File: src/rtl/glove_pkg.sv
// Shared types for the arg-top-3 selection stage.
// Class indices are 5 bits wide, so a frame holds at most 32 classes.
package glove_pkg;
  localparam int CLS_W       = 5;
  localparam int SCORE_W_DEF = 16;

  typedef logic [CLS_W-1:0]              cls_idx_t;
  typedef logic signed [SCORE_W_DEF-1:0] score_t;

  typedef enum logic [1:0] {
    S_IDLE,
    S_SCAN,
    S_DONE
  } state_t;
endpackage

File: src/rtl/top3_insert.sv
// Combinational sorted insertion of one (score, index) pair into a three-entry list.
// The list is kept c0 >= c1 >= c2. A new entry moves ahead only when strictly greater, so on ties the earlier index stays in front.
module top3_insert
  import glove_pkg::*;
#(
  parameter int SCORE_W = 16
) (
  input  logic signed [SCORE_W-1:0] c0_score,
  input  cls_idx_t                  c0_idx,
  input  logic signed [SCORE_W-1:0] c1_score,
  input  cls_idx_t                  c1_idx,
  input  logic signed [SCORE_W-1:0] c2_score,
  input  cls_idx_t                  c2_idx,
  input  logic signed [SCORE_W-1:0] new_score,
  input  cls_idx_t                  new_idx,
  output logic signed [SCORE_W-1:0] n0_score,
  output cls_idx_t                  n0_idx,
  output logic signed [SCORE_W-1:0] n1_score,
  output cls_idx_t                  n1_idx,
  output logic signed [SCORE_W-1:0] n2_score,
  output cls_idx_t                  n2_idx
);
  logic gt0, gt1, gt2;

  // The list is sorted, so gt0 implies gt1 and gt1 implies gt2.
  assign gt0 = new_score > c0_score;
  assign gt1 = new_score > c1_score;
  assign gt2 = new_score > c2_score;

  always_comb begin
    n0_score = c0_score;
    n0_idx   = c0_idx;
    n1_score = c1_score;
    n1_idx   = c1_idx;
    n2_score = c2_score;
    n2_idx   = c2_idx;
    if (gt0) begin
      n0_score = new_score;
      n0_idx   = new_idx;
    end
    if (gt0) begin
      n1_score = c0_score;
      n1_idx   = c0_idx;
    end else if (gt1) begin
      n1_score = new_score;
      n1_idx   = new_idx;
    end
    if (gt1) begin
      n2_score = c1_score;
      n2_idx   = c1_idx;
    end else if (gt2) begin
      n2_score = new_score;
      n2_idx   = new_idx;
    end
  end
endmodule

File: src/rtl/top3_select.sv
// Streaming arg-top-3: one score per valid cycle, publishes the top-3 indices per frame with an o_next pulse.
// Optional TOP3_SELECT_THRESH_EN rejects frames whose best score is below THRESH (pulses o_reject instead).
module top3_select
  import glove_pkg::*;
#(
  parameter int                        N_CLASS = 27,
  parameter int                        SCORE_W = 16,
  parameter logic signed [SCORE_W-1:0] THRESH  = '0
) (
  input  logic                      i_clk,
  input  logic                      i_rst_n,
  input  logic                      i_start,
  input  logic                      i_valid,
  input  logic signed [SCORE_W-1:0] i_score,
  output logic [CLS_W-1:0]          o_tops      [0:2],
  output logic [CLS_W-1:0]          o_prev_tops [0:2],
  output logic                      o_next,
`ifdef TOP3_SELECT_THRESH_EN
  output logic                      o_reject,
`endif
  output logic                      o_busy
);
  localparam logic signed [SCORE_W-1:0] SCORE_MIN = {1'b1, {(SCORE_W-1){1'b0}}};
  localparam cls_idx_t                  LAST_IDX  = cls_idx_t'(N_CLASS - 1);

  state_t                    state, state_nxt;
  cls_idx_t                  count;
  logic signed [SCORE_W-1:0] c_score [0:2];
  cls_idx_t                  c_idx   [0:2];
  logic signed [SCORE_W-1:0] n_score [0:2];
  cls_idx_t                  n_idx   [0:2];
  logic                      reject;

  top3_insert #(.SCORE_W(SCORE_W)) u_insert (
    .c0_score (c_score[0]), .c0_idx (c_idx[0]),
    .c1_score (c_score[1]), .c1_idx (c_idx[1]),
    .c2_score (c_score[2]), .c2_idx (c_idx[2]),
    .new_score(i_score),    .new_idx(count),
    .n0_score (n_score[0]), .n0_idx (n_idx[0]),
    .n1_score (n_score[1]), .n1_idx (n_idx[1]),
    .n2_score (n_score[2]), .n2_idx (n_idx[2])
  );

`ifdef TOP3_SELECT_THRESH_EN
  assign reject = c_score[0] < THRESH;
`else
  assign reject = 1'b0;
`endif

  always_comb begin
    state_nxt = state;
    case (state)
      S_IDLE:  if (i_start) state_nxt = S_SCAN;
      S_SCAN:  if (i_valid && count == LAST_IDX) state_nxt = S_DONE;
      S_DONE:  state_nxt = S_IDLE;
      default: state_nxt = S_IDLE;
    endcase
  end

  assign o_busy = (state != S_IDLE);

  // Reset is active-high on i_rst_n.
  always_ff @(posedge i_clk or posedge i_rst_n) begin
    if (i_rst_n) begin
      state  <= S_IDLE;
      count  <= '0;
      o_next <= 1'b0;
`ifdef TOP3_SELECT_THRESH_EN
      o_reject <= 1'b0;
`endif
      for (int k = 0; k < 3; k++) begin
        c_score[k]     <= SCORE_MIN;
        c_idx[k]       <= '0;
        o_tops[k]      <= '0;
        o_prev_tops[k] <= '0;
      end
    end else begin
      state  <= state_nxt;
      o_next <= (state == S_DONE) && !reject;
`ifdef TOP3_SELECT_THRESH_EN
      o_reject <= (state == S_DONE) && reject;
`endif
      case (state)
        S_IDLE: if (i_start) begin
          count <= '0;
          for (int k = 0; k < 3; k++) begin
            c_score[k] <= SCORE_MIN;
            c_idx[k]   <= '0;
          end
        end
        S_SCAN: if (i_valid) begin
          count <= count + 1'b1;
          for (int k = 0; k < 3; k++) begin
            c_score[k] <= n_score[k];
            c_idx[k]   <= n_idx[k];
          end
        end
        S_DONE: if (!reject) begin
          for (int k = 0; k < 3; k++) begin
            o_prev_tops[k] <= o_tops[k];
            o_tops[k]      <= c_idx[k];
          end
        end
        default: ;
      endcase
    end
  end
endmodule

File: config.mk
export PLATFORM = sky130hd
export DESIGN_NAME = top3_select
export DESIGN_NICKNAME = d
export VERILOG_FILES = /design/src/rtl/glove_pkg.sv /design/src/rtl/top3_insert.sv /design/src/rtl/top3_select.sv
export SDC_FILE = /design/constraint.sdc
export NUM_CORES = 1
export LEC_CHECK = 0
export BUFFER_PORTS_ARGS = -buffer_cell sky130_fd_sc_hd__buf_2
export CAP_MARGIN = 20
export CELL_PAD_IN_SITES_DETAIL_PLACEMENT = 1
export CELL_PAD_IN_SITES_GLOBAL_PLACEMENT = 1
export CORE_MARGIN = 4
export CORE_UTILIZATION = 50
export CTS_BUF_LIST = sky130_fd_sc_hd__clkbuf_4 sky130_fd_sc_hd__clkbuf_8
export DETAILED_ROUTE_END_ITERATION = 12
export MAX_ROUTING_LAYER = met4
export PLACE_DENSITY_LB_ADDON = 0.1
export SKIP_LAST_GASP = 1
export SLEW_MARGIN = 5
export SYNTH_ARGS = -nofsm -noshare
export SYNTH_HDL_FRONTEND = slang
export SYNTH_SLANG_ARGS = --single-unit
File: constraint.sdc
create_clock -name i_clk -period 7.1 [get_ports i_clk]
set_input_delay 1.42 -clock i_clk [delete_from_list [all_inputs] [get_ports i_clk]]
set_output_delay 1.42 -clock i_clk [all_outputs]
set_load 0.02 [all_outputs]
==> summary.txt, run 1 <==
Pwr
  – VDD IR max: 0.000180 V
  – Int Pwr: 0.00137 W
  – Register share of total power: 38.1%
  – Lkg Pwr: 3.00 nW
  – Clock Power Share: 17.6%
  – Total power: 0.00234 W
  – Sw Pwr: 0.000972 W
  – Gate power share: 44.3%
  – PD cells: 388 nW/um^2
  – Switching part of the total: 41.5%

Floorplan
  – Die area: 12600 um^2
  – Rows: 37
  – Core area: 10500 um^2
  – Initial Util: 52.0%
  – I/O Pins: 52
  – Die Span Y: 112 um
  – Die Wd: 112 um

STA
  – Slew Limit Fails: 0
  – Fin crit period: 4250 ps
  – Final setup violation count: 0
  – Final Cycle Share: 59.9%
  – Hold Vio Cnt, Final: 0
  – Worst-case clock skew: 10.3 ps
  – RSZ-0062 raised after global routing: false
  – Least-Margin Pin Slew: 1080 ps
  – Setup_tns: 0 ps
  – F_max: 235 MHz
  – Max transition margin: 27.8%

Routing
  – Drt total wl: 14.4 mm
  – Routed vias: 4168
  – DRT Pass-1 Iters: 5
  – Drt initial violations: 312
  – Post-route ant nets: 0
  – WL per Instance: 21.2 um
  – Via density: 6.16
  – Drc violations: 0

Setup path
  – Element type at the critical path end: register
  – Critical Path Start Type: input port
  – Setup CP Type: input port to register
  – WP data required: 7390 ps
  – CP max FO: 24
  – WP data arrival: 4550 ps

CTS
  – Setup bufs post-CTS: 0
  – Hold_buf cts: 0
  – Htree depth: 3
  – CTS Buf Count: 9
  – Clk sinks: 101
  – Post-CTS Resized: 0
  – Longest Clk Path Bufs: 2
  – Clk_lat worst skew: 390 ps
  – TritonCTS clock tree: built
  – CTS root buffer: clkbuf_8
  – CTS clk-pin slew, worst paths: 90 ps

Layout
  – Layout cells sized above 1: 22.2%
  – Multi-input gate area: 2570 um^2
  – Sequential cell area: 2530 um^2
  – Diodes inserted: 0
  – Final net count: 606
  – Fin util: 57.7%
  – Finished layout cell area: 6040 um^2
  – Fillers: 1155
  – Layout Area Growth over Synthesis: 11.0%

Synth
  – Synth Cell Area: 5440 um^2
  – Post-synthesis xor/xnor area fraction: 0.483%
  – Most numerous cell in the Yosys netlist: dfrtp_1
  – Syn_area_per_cell: 11.0 um^2
  – Largest family of logic cells by synthesized area: compound AO/OA/AOI/OAI gates
  – Ys flop type: dfrtp_1
  – Most frequent cells after synthesis: 98 x dfrtp_1, 59 x inv_1, 50 x ha_1
  – Synth Net Count: 565
  – Post-synthesis mux area share: 6.39%
  – EDFF count, synth: 0
  – Post-synthesis sequential area ratio: 46.5%
  – YS warnings: 0
  – Post-synthesis simple-gate area fraction: 9.36%
  – Synth Register Bits: 101
  – Top cell type's share of synthesized area: 45.1%
  – Count of different cell masters after synthesis: 53
  – Post-synthesis compound-gate area fraction: 19.3%
  – Synth top area cells: dfrtp_1 45%, ha_1 11%, mux2_2 6.2%
  – Post-synth top area cell: dfrtp_1
  – Syn Inst Count: 495
  – Asr flop ratio synth: 100%
  – Adder-Cell Fraction of Synth Area: 11.5%

Placed design
  – Port-buffer cells: 51
  – Hpwl dp: 10.2 mm
  – Area of placed instances: 5800 um^2
  – Final estimated routing congestion in global placement: 0.861

Global route
  – Total track usage: 24.7%
  – Initial antenna violation count: 0
  – GRT overflow: 0
  – Largest net degree at the start of global routing: 74
  – First-pass GRT wire length: 23.9 mm
  – Vias in the first global route: 4499

Flow run
  – Max-cap violations: 0

Hold path
  – Hold crit path type: register to register

Status
  – Status: completed
## power by group through the flow
stage / Sequential [W] / Combinational [W] / Clock, W
3_3_place_gp: 0.000894 / 0.000970 / 0
4_1_cts: 0.000891 / 0.00103 / 0.000423
3_5_place_dp: 0.000898 / 0.00103 / 0
6_report: 0.000891 / 0.00104 / 0.000413
2_1_floorplan: 0.000849 / 0.000773 / 0
5_1_grt: 0.000914 / 0.00115 / 0.000446
## metrics by stage
stage,cells,hold slack [ps],worst slack (ps)
global placement,660,482,2280
floorplan,495,466,3040
finish,677,509,2850
global route,677,536,2650
CTS,676,509,2650
detailed placement,660,492,2230
## logic make-up after synthesis
| family | after synthesis |
|---|---|
| AND/OR/NAND/NOR | 94 |
| multiplexers | 31 |
| adder cells (fa/ha/maj) | 50 |
| XOR/XNOR | 3 |
| flip-flops | 101 |
| AO/OA/AOI/OAI | 129 |
| buffers and inverters | 87 |
## sequential cells by signal, indices dropped and copies added (netlist names)
register     cells
c_idx           15
c_score         48
state            2
o_tops          15
count            5
o_next           1
o_prev_tops     15
## worst paths after layout
check / startpoint / to / slack [ps] / cells past startpoint
worst max-delay path: i_score[5] / c_score[23]$_DFFE_PP0P_ / 2850 / 10
worst min-delay path: c_score[15]$_DFFE_PP1P_ / c_score[15]$_DFFE_PP1P_ / 510 / 2
worst max register to register: c_score[47]$_DFFE_PP1P_ / c_score[23]$_DFFE_PP0P_ / 3590 / 10
worst min register to register: c_score[15]$_DFFE_PP1P_ / c_score[15]$_DFFE_PP1P_ / 510 / 2
max in group asynchronous: i_rst_n / c_score[2]$_DFFE_PP0P_ / 4850 / 3
min in group asynchronous: i_rst_n / c_score[40]$_DFFE_PP0P_ / 1010 / 2
## per-layer routing
| metal | vias to the layer above | track usage (%) | wire [um] | part of all wire, % |
|---|---|---|---|---|
| met5 | - | - | 0 | 0 |
| met4 | 0 | 7.45 | 189 | 1.3 |
| met3 | 18 | 4.37 | 578 | 4.0 |
| met2 | 94 | 39.7 | 7050 | 49 |
| met1 | 2146 | 32.0 | 6560 | 46 |
| li1 | 1910 | - | - | - |
## cell usage in the layout, fill, tap and decap left out, drive strengths merged, types with 19 or more instances in the layout
cell	instances
inv	60
ha	50
mux2	30
dfrtp	98
buf	58
a22o	22
a32oi	19
a221o	20
nor3	19
## final cells by class
class | instances | share of cell area [%]
inverter | 59 | 3.71
multi-input combinational | 307 | 42.7
clock inverter | 5 | 1.37
tap | 136 | 2.82
clock buffer | 11 | 2.30
sequential | 101 | 41.9
timing repair buffer | 58 | 5.22
## worst max-delay path, stage by stage
cell and delay [ps]:
buf_2 140, ha_1 320, a211oi_2 90, o211ai_1 360, a21oi_1 150, o31ai_1 520, or2_1 820, a21oi_2 240
buf_8 240, o31ai_1 240
No activity file was read; power rests on OpenSTA's default activity.
==> run 2, diff against run 1 <==
- CORE_UTILIZATION: 50 -> 44
- clock period: 7.1 -> 3.9 ns (I/O delays scaled with it)
==> summary.txt, run 2 (synthesis gave the netlist of run 1 again) <==
Pwr
  – Lkg Pwr: 3.03 nW (was 3.00 nW)
  – VDD IR max: 0.000323 V (was 0.000180 V)
  – PD cells: 693 nW/um^2 (was 388 nW/um^2)

Floorplan
  – Die Span Y: 119 um (was 112 um)
  – Initial Util: 45.1% (was 52.0%)
  – Die area: 14200 um^2 (was 12600 um^2)
  – Core area: 12100 um^2 (was 10500 um^2)
  – Rows: 40 (was 37)
  – I/O Pins: 52 (unchanged)
  – Die Wd: 119 um (was 112 um)

Placed design
  – Hpwl dp: 10.4 mm (was 10.2 mm)
  – Area of placed instances: 5910 um^2 (was 5800 um^2)
  – Port-buffer cells: 51 (unchanged)
  – Final estimated routing congestion in global placement: 0.860 (was 0.861)

Routing
  – Met3 WL: 701 um (was 578 um)
  – Via density: 5.73 (was 6.16)
  – Drt total wl: 14.4 mm (about the same)
  – WL per Instance: 20.0 um (was 21.2 um)
  – Post-route ant nets: 0 (unchanged)
  – Wire length on met1: 6.64 mm (was 6.56 mm)
  – DRT Pass-1 Iters: 4 (was 5)
  – Met2 WL: 6.88 mm (was 7.05 mm)
  – Top layer in use: met4 (unchanged)
  – Drt initial violations: 199 (was 312)
  – Routed vias: 4121 (was 4168)
  – Drc violations: 0 (unchanged)

Status
  – Status: completed (unchanged)

Global route
  – First-pass GRT wire length: 23.6 mm (was 23.9 mm)
  – Total track usage: 21.6% (was 24.7%)
  – Vias in the first global route: 4406 (was 4499)
  – GRT overflow: 0 (unchanged)
  – Initial antenna violation count: 0 (unchanged)
  – Largest net degree at the start of global routing: 50 (was 74)

Setup path
  – CP dominant cell by count: o31ai_1 (unchanged)
  – Critical Path Start Type: register (was input port)
  – Element type at the critical path end: register (unchanged)
  – WP data arrival: 3750 ps (was 4550 ps)
  – Crit path largest cell delay: 600 ps (was 820 ps)
  – CP Cell Sequence: inv_1 -> ha_1 -> nand4_1 -> nor2_1 -> a21oi_1 -> o31ai_1 -> or2_1 -> a21oi_2 -> buf_4 -> o31ai_1 (was buf_2 -> ha_1 -> a211oi_2 -> o211ai_1 -> a21oi_1 -> o31ai_1 -> or2_1 -> a21oi_2 -> buf_8 -> o31ai_1)
  – Worst path slowest cell: o31ai_1 (was or2_1)
  – WP data required: 4200 ps (was 7390 ps)
  – Setup CP Type: register to register (was input port to register)
  – CP max FO: 13 (was 24)

CTS
  – Longest Clk Path Bufs: 2 (unchanged)
  – Post-CTS Resized: 0 (unchanged)
  – CTS clk-pin slew, worst paths: 110 ps (was 90 ps)
  – Htree depth: 3 (unchanged)
  – Clk_lat worst skew: 400 ps (was 390 ps)
  – Setup bufs post-CTS: 0 (unchanged)
  – Clk sinks: 101 (unchanged)
  – Hold_buf cts: 0 (unchanged)
  – CTS Buf Count: 9 (unchanged)
  – TritonCTS clock tree: built (unchanged)
  – CTS root buffer: clkbuf_8 (unchanged)

Layout
  – Most frequent cells in the layout: 98 x dfrtp_1, 58 x inv_1, 51 x buf_2, 50 x ha_1, 30 x mux2_2 (unchanged)
  – Fin util: 50.6% (was 57.7%)
  – Diodes inserted: 0 (unchanged)
  – Final net count: 616 (was 606)
  – Layout cells sized above 1: 23.4% (was 22.2%)
  – Most flops, register: c_score (unchanged)
  – Layout Area Growth over Synthesis: 12.2% (was 11.0%)
  – Max FFs per register: 48 (unchanged)
  – Most common cell after layout, fill and taps aside: dfrtp_1 (unchanged)
  – Finished layout cell area: 6100 um^2 (was 6040 um^2)

STA
  – Worst-case clock skew: 15.2 ps (was 10.3 ps)
  – Final hold slack: 445 ps (was 509 ps)
  – RSZ-0062 raised after global routing: false (unchanged)
  – Fin crit period: 3450 ps
  – Final Cycle Share: 88.5%
  – Final setup violation count: 0 (unchanged)
  – Max transition margin: 55.3% (was 27.8%)
  – Hold Vio Cnt, Final: 0 (unchanged)
  – Setup_tns: 0 ps (unchanged)
  – Slew Limit Fails: 0 (unchanged)
  – Least-Margin Pin Slew: 664 ps (was 1080 ps)
  – F_max: 290 MHz

Flow run
  – Max-cap violations: 0 (unchanged)

Hold path
  – Hold crit path type: input port to asynchronous set/reset pin (was register to register)
[run 2: area by class of cell]
cell class              instances  area (um^2)
inverters                      59          224
multi-input cells             307         2570
well taps                     168          210
repair buffers                 68          383
flip-flops and latches        101         2530
clock inverters                 6         51.3
clock buffers                  10          138
fillers                      1295         5960
[run 2: routing by layer]
layer  track usage [%]  vias up
met5                 -        -
met4              5.72        0
met3              4.75       14
met2              33.0       82
met1              29.4     2098
li1                  -     1927
[run 2: final timing paths]
path	startpoint	to	slack, ps	cells past startpoint
setup / recovery	c_score[47]$_DFFE_PP1P_	c_score[23]$_DFFE_PP0P_	450	10
hold / removal	i_rst_n	c_score[42]$_DFFE_PP0P_	440	2
setup reg to reg	c_score[47]$_DFFE_PP1P_	c_score[23]$_DFFE_PP0P_	450	10
hold reg to reg	o_prev_tops[8]$_DFFE_PP0P_	o_prev_tops[8]$_DFFE_PP0P_	510	1
max in group asynchronous	i_rst_n	c_score[47]$_DFFE_PP1P_	2560	3
min in group i_clk	o_prev_tops[8]$_DFFE_PP0P_	o_prev_tops[8]$_DFFE_PP0P_	510	1
[run 2: power by group]
part,leakage (nW),total [W],internal [W],switching (W)
Combinational,1.62,0.00195,0.000779,0.00117
Sequential,1.31,0.00162,0.00137,0.000242
Clock,0.0996,0.000667,0.000261,0.000406
Total,3.03,0.00423,0.00241,0.00181
[run 2: metrics by stage]
stage	setup WS (ps)	total power [W]	cells
floorplan	478	0.00295	495
global placement	175	0.00348	703
detailed placement	138	0.00357	703
CTS	442	0.00426	719
global route	243	0.00456	719
finish	450	0.00423	719
[run 2: worst max-delay path: cells and delay by family, from the launching register on]
| kind | cells | cell delay, ps |
|---|---|---|
| adder cells (fa/ha/maj) | 1 | 370 |
| AND/OR/NAND/NOR | 3 | 1050 |
| buffers and inverters | 2 | 290 |
| AO/OA/AOI/OAI | 4 | 1100 |
| flip-flops | 1 | 540 |
==> run 3, diff against run 2 <==
- CORE_UTILIZATION: 44 -> 49
- clock period: 3.9 -> 3.74 ns (I/O delays scaled with it)
==> summary.txt, run 3 (synthesis gave the netlist of run 1 again) <==
Hold path
  – Hold crit path type: input port to asynchronous set/reset pin (unchanged)

Layout
  – Fillers: 1183 (was 1295)
  – Most common cell after layout, fill and taps aside: dfrtp_1 (unchanged)
  – Most flops, register: c_score (unchanged)
  – Final net count: 620 (was 616)
  – Max FFs per register: 48 (unchanged)
  – Layout Area Growth over Synthesis: 12.6% (was 12.2%)
  – Most frequent cells in the layout: 98 x dfrtp_1, 58 x inv_1, 51 x buf_2, 50 x ha_1, 30 x mux2_2 (unchanged)
  – Diodes inserted: 0 (unchanged)
  – Layout cells sized above 1: 23.8% (was 23.4%)

Global route
  – GRT overflow: 0 (unchanged)
  – Initial antenna violation count: 0 (unchanged)
  – Largest net degree at the start of global routing: 62 (was 50)
  – Total track usage: 24.5% (was 21.6%)
  – Vias in the first global route: 4497 (was 4406)
  – First-pass GRT wire length: 23.9 mm (was 23.6 mm)

Setup path
  – CP Cell Sequence: inv_1 -> ha_1 -> nand4_1 -> nor2_1 -> a21oi_1 -> o31ai_1 -> or2_1 -> a21oi_2 -> buf_4 -> o31ai_1 (unchanged)
  – Element type at the critical path end: register (unchanged)
  – Worst Path Buf+Inv: 2 (unchanged)
  – Critical path endpoint: c_score[28]$_DFFE_PP0P_ (was c_score[23]$_DFFE_PP0P_)
  – WP data arrival: 3350 ps (was 3750 ps)
  – CP Launch Point: c_score[47]$_DFFE_PP1P_ (unchanged)
  – Worst r2r src: c_score[47]$_DFFE_PP1P_ (unchanged)
  – Worst path slowest cell: dfstp_2 (was o31ai_1)
  – Crit path largest cell delay: 530 ps (was 600 ps)
  – Reg2Reg Setup Slack: 660 ps (was 450 ps)
  – Setup CP Type: register to register (unchanged)
  – Critical Path Start Type: register (unchanged)
  – CP max FO: 12 (was 13)
  – Crit-path leading delay family: compound AO/OA/AOI/OAI gates (unchanged)
  – R2R depth: 10 (unchanged)
  – CP dominant cell by count: o31ai_1 (unchanged)
  – Crit path depth: 10 (unchanged)
  – WP data required: 4010 ps (was 4200 ps)
  – Reg2reg end: c_score[28]$_DFFE_PP0P_ (was c_score[23]$_DFFE_PP0P_)

Routing
  – Post-route ant nets: 0 (unchanged)
  – Drc violations: 0 (unchanged)
  – Drt total wl: 14.4 mm (about the same)
  – Met3 WL: 640 um (was 701 um)
  – WL per Instance: 20.7 um (was 20.0 um)
  – Met2 WL: 7.36 mm (was 6.88 mm)
  – DRT Pass-1 Iters: 4 (unchanged)
  – Wire length on met1: 6.16 mm (was 6.64 mm)
  – Via density: 6.05 (was 5.73)
  – Routed vias: 4202 (was 4121)
  – Drt initial violations: 211 (was 199)
  – Top layer in use: met4 (unchanged)

Pwr
  – Total power: 0.00453 W (was 0.00423 W)
  – PD cells: 740 nW/um^2 (was 693 nW/um^2)
  – VDD IR max: 0.000322 V (was 0.000323 V)
  – Lkg Pwr: 3.06 nW (was 3.03 nW)

Floorplan
  – Core area: 10800 um^2 (was 12100 um^2)
  – I/O Pins: 52 (unchanged)
  – Die area: 12900 um^2 (was 14200 um^2)
  – Die Span Y: 113 um (was 119 um)
  – Die Wd: 113 um (was 119 um)
  – Rows: 38 (was 40)
  – Initial Util: 50.2% (was 45.1%)

CTS
  – Clk sinks: 101 (unchanged)
  – Longest Clk Path Bufs: 2 (unchanged)
  – Post-CTS Resized: 0 (unchanged)
  – Setup bufs post-CTS: 0 (unchanged)
  – Hold_buf cts: 0 (unchanged)
  – TritonCTS clock tree: built (unchanged)
  – Clk_lat worst skew: 370 ps (was 400 ps)
  – CTS root buffer: clkbuf_8 (unchanged)
  – CTS clk-pin slew, worst paths: 100 ps (was 110 ps)
  – CTS Buf Count: 9 (unchanged)
  – Htree depth: 3 (unchanged)

Placed design
  – Port-buffer cells: 51 (unchanged)
  – Hpwl dp: 10.5 mm (was 10.4 mm)
  – Final estimated routing congestion in global placement: 0.845 (was 0.860)

STA
  – Least-Margin Pin Slew: 743 ps (was 664 ps)
  – Max transition margin: 50.5% (was 55.3%)
  – Slew Limit Fails: 0 (unchanged)
  – Final setup violation count: 0 (unchanged)
  – Fin crit period: 3080 ps (was 3450 ps)
  – RSZ-0062 raised after global routing: false (unchanged)
  – F_max: 325 MHz (was 290 MHz)
  – Hold Vio Cnt, Final: 0 (unchanged)
  – Worst-case clock skew: 8.23 ps (was 15.2 ps)
  – Final Cycle Share: 82.3% (was 88.5%)
  – Setup_tns: 0 ps (unchanged)

Flow run
  – Max-cap violations: 0 (unchanged)

Status
  – Status: completed (unchanged)
[run 3: worst reg2reg max path: cells and delay by family (launching register included)]
family / cells / cell delay [ps]
flip-flops: 1 / 530
adder cells (fa/ha/maj): 1 / 310
AND/OR/NAND/NOR: 3 / 840
buffers and inverters: 2 / 290
AO/OA/AOI/OAI: 4 / 1000
[run 3: worst min path at each step]
stage,startpoint,endpoint,depth (start not counted)
4_1_cts,c_score[15]$_DFFE_PP1P_,c_score[15]$_DFFE_PP1P_,2
3_3_place_gp,o_prev_tops[12]$_DFFE_PP0P_,o_prev_tops[12]$_DFFE_PP0P_,1
5_1_grt,o_prev_tops[14]$_DFFE_PP0P_,o_prev_tops[14]$_DFFE_PP0P_,1
6_report,i_rst_n,o_prev_tops[13]$_DFFE_PP0P_,2
3_5_place_dp,o_prev_tops[1]$_DFFE_PP0P_,o_prev_tops[1]$_DFFE_PP0P_,1
2_1_floorplan,c_score[15]$_DFFE_PP1P_,c_score[15]$_DFFE_PP1P_,2
[run 3: through the flow]
step / hold WS [ps] / instance area [um^2] / worst slack (ps) / util, % / instances
after floorplan: 466 / 5440 / 350 / - / 495
after global placement: 481 / 5910 / 479 / 54.5 / 679
after detailed placement: 488 / 5910 / 363 / 54.5 / 679
after CTS: 507 / 6120 / 657 / 56.5 / 694
after global routing: 535 / 6120 / 396 / 56.5 / 694
final: 501 / 6120 / 663 / 56.5 / 694
[run 3: power breakdown]
part / internal (W) / switching [W] / total [W]
clock network: 0.000385 / 0.000392 / 0.000777
registers: 0.00143 / 0.000256 / 0.00169
logic: 0.000842 / 0.00122 / 0.00207
total: 0.00266 / 0.00187 / 0.00453
[run 3: layout make-up]
cell class | instances | area, um^2 | area share, %
multi-input cells | 307 | 2570 | 41.9
flip-flops and latches | 101 | 2530 | 41.3
repair buffers | 72 | 413 | 6.74
inverters | 59 | 224 | 3.66
well taps | 140 | 175 | 2.86
clock buffers | 10 | 131 | 2.15
clock inverters | 5 | 82.6 | 1.35
[run 3: routing by layer]
metal,up-vias,global-route usage [%]
li1,1937,-
met1,2142,30.7
met2,103,41.2
met3,20,3.71
met4,0,7.61
met5,-,-
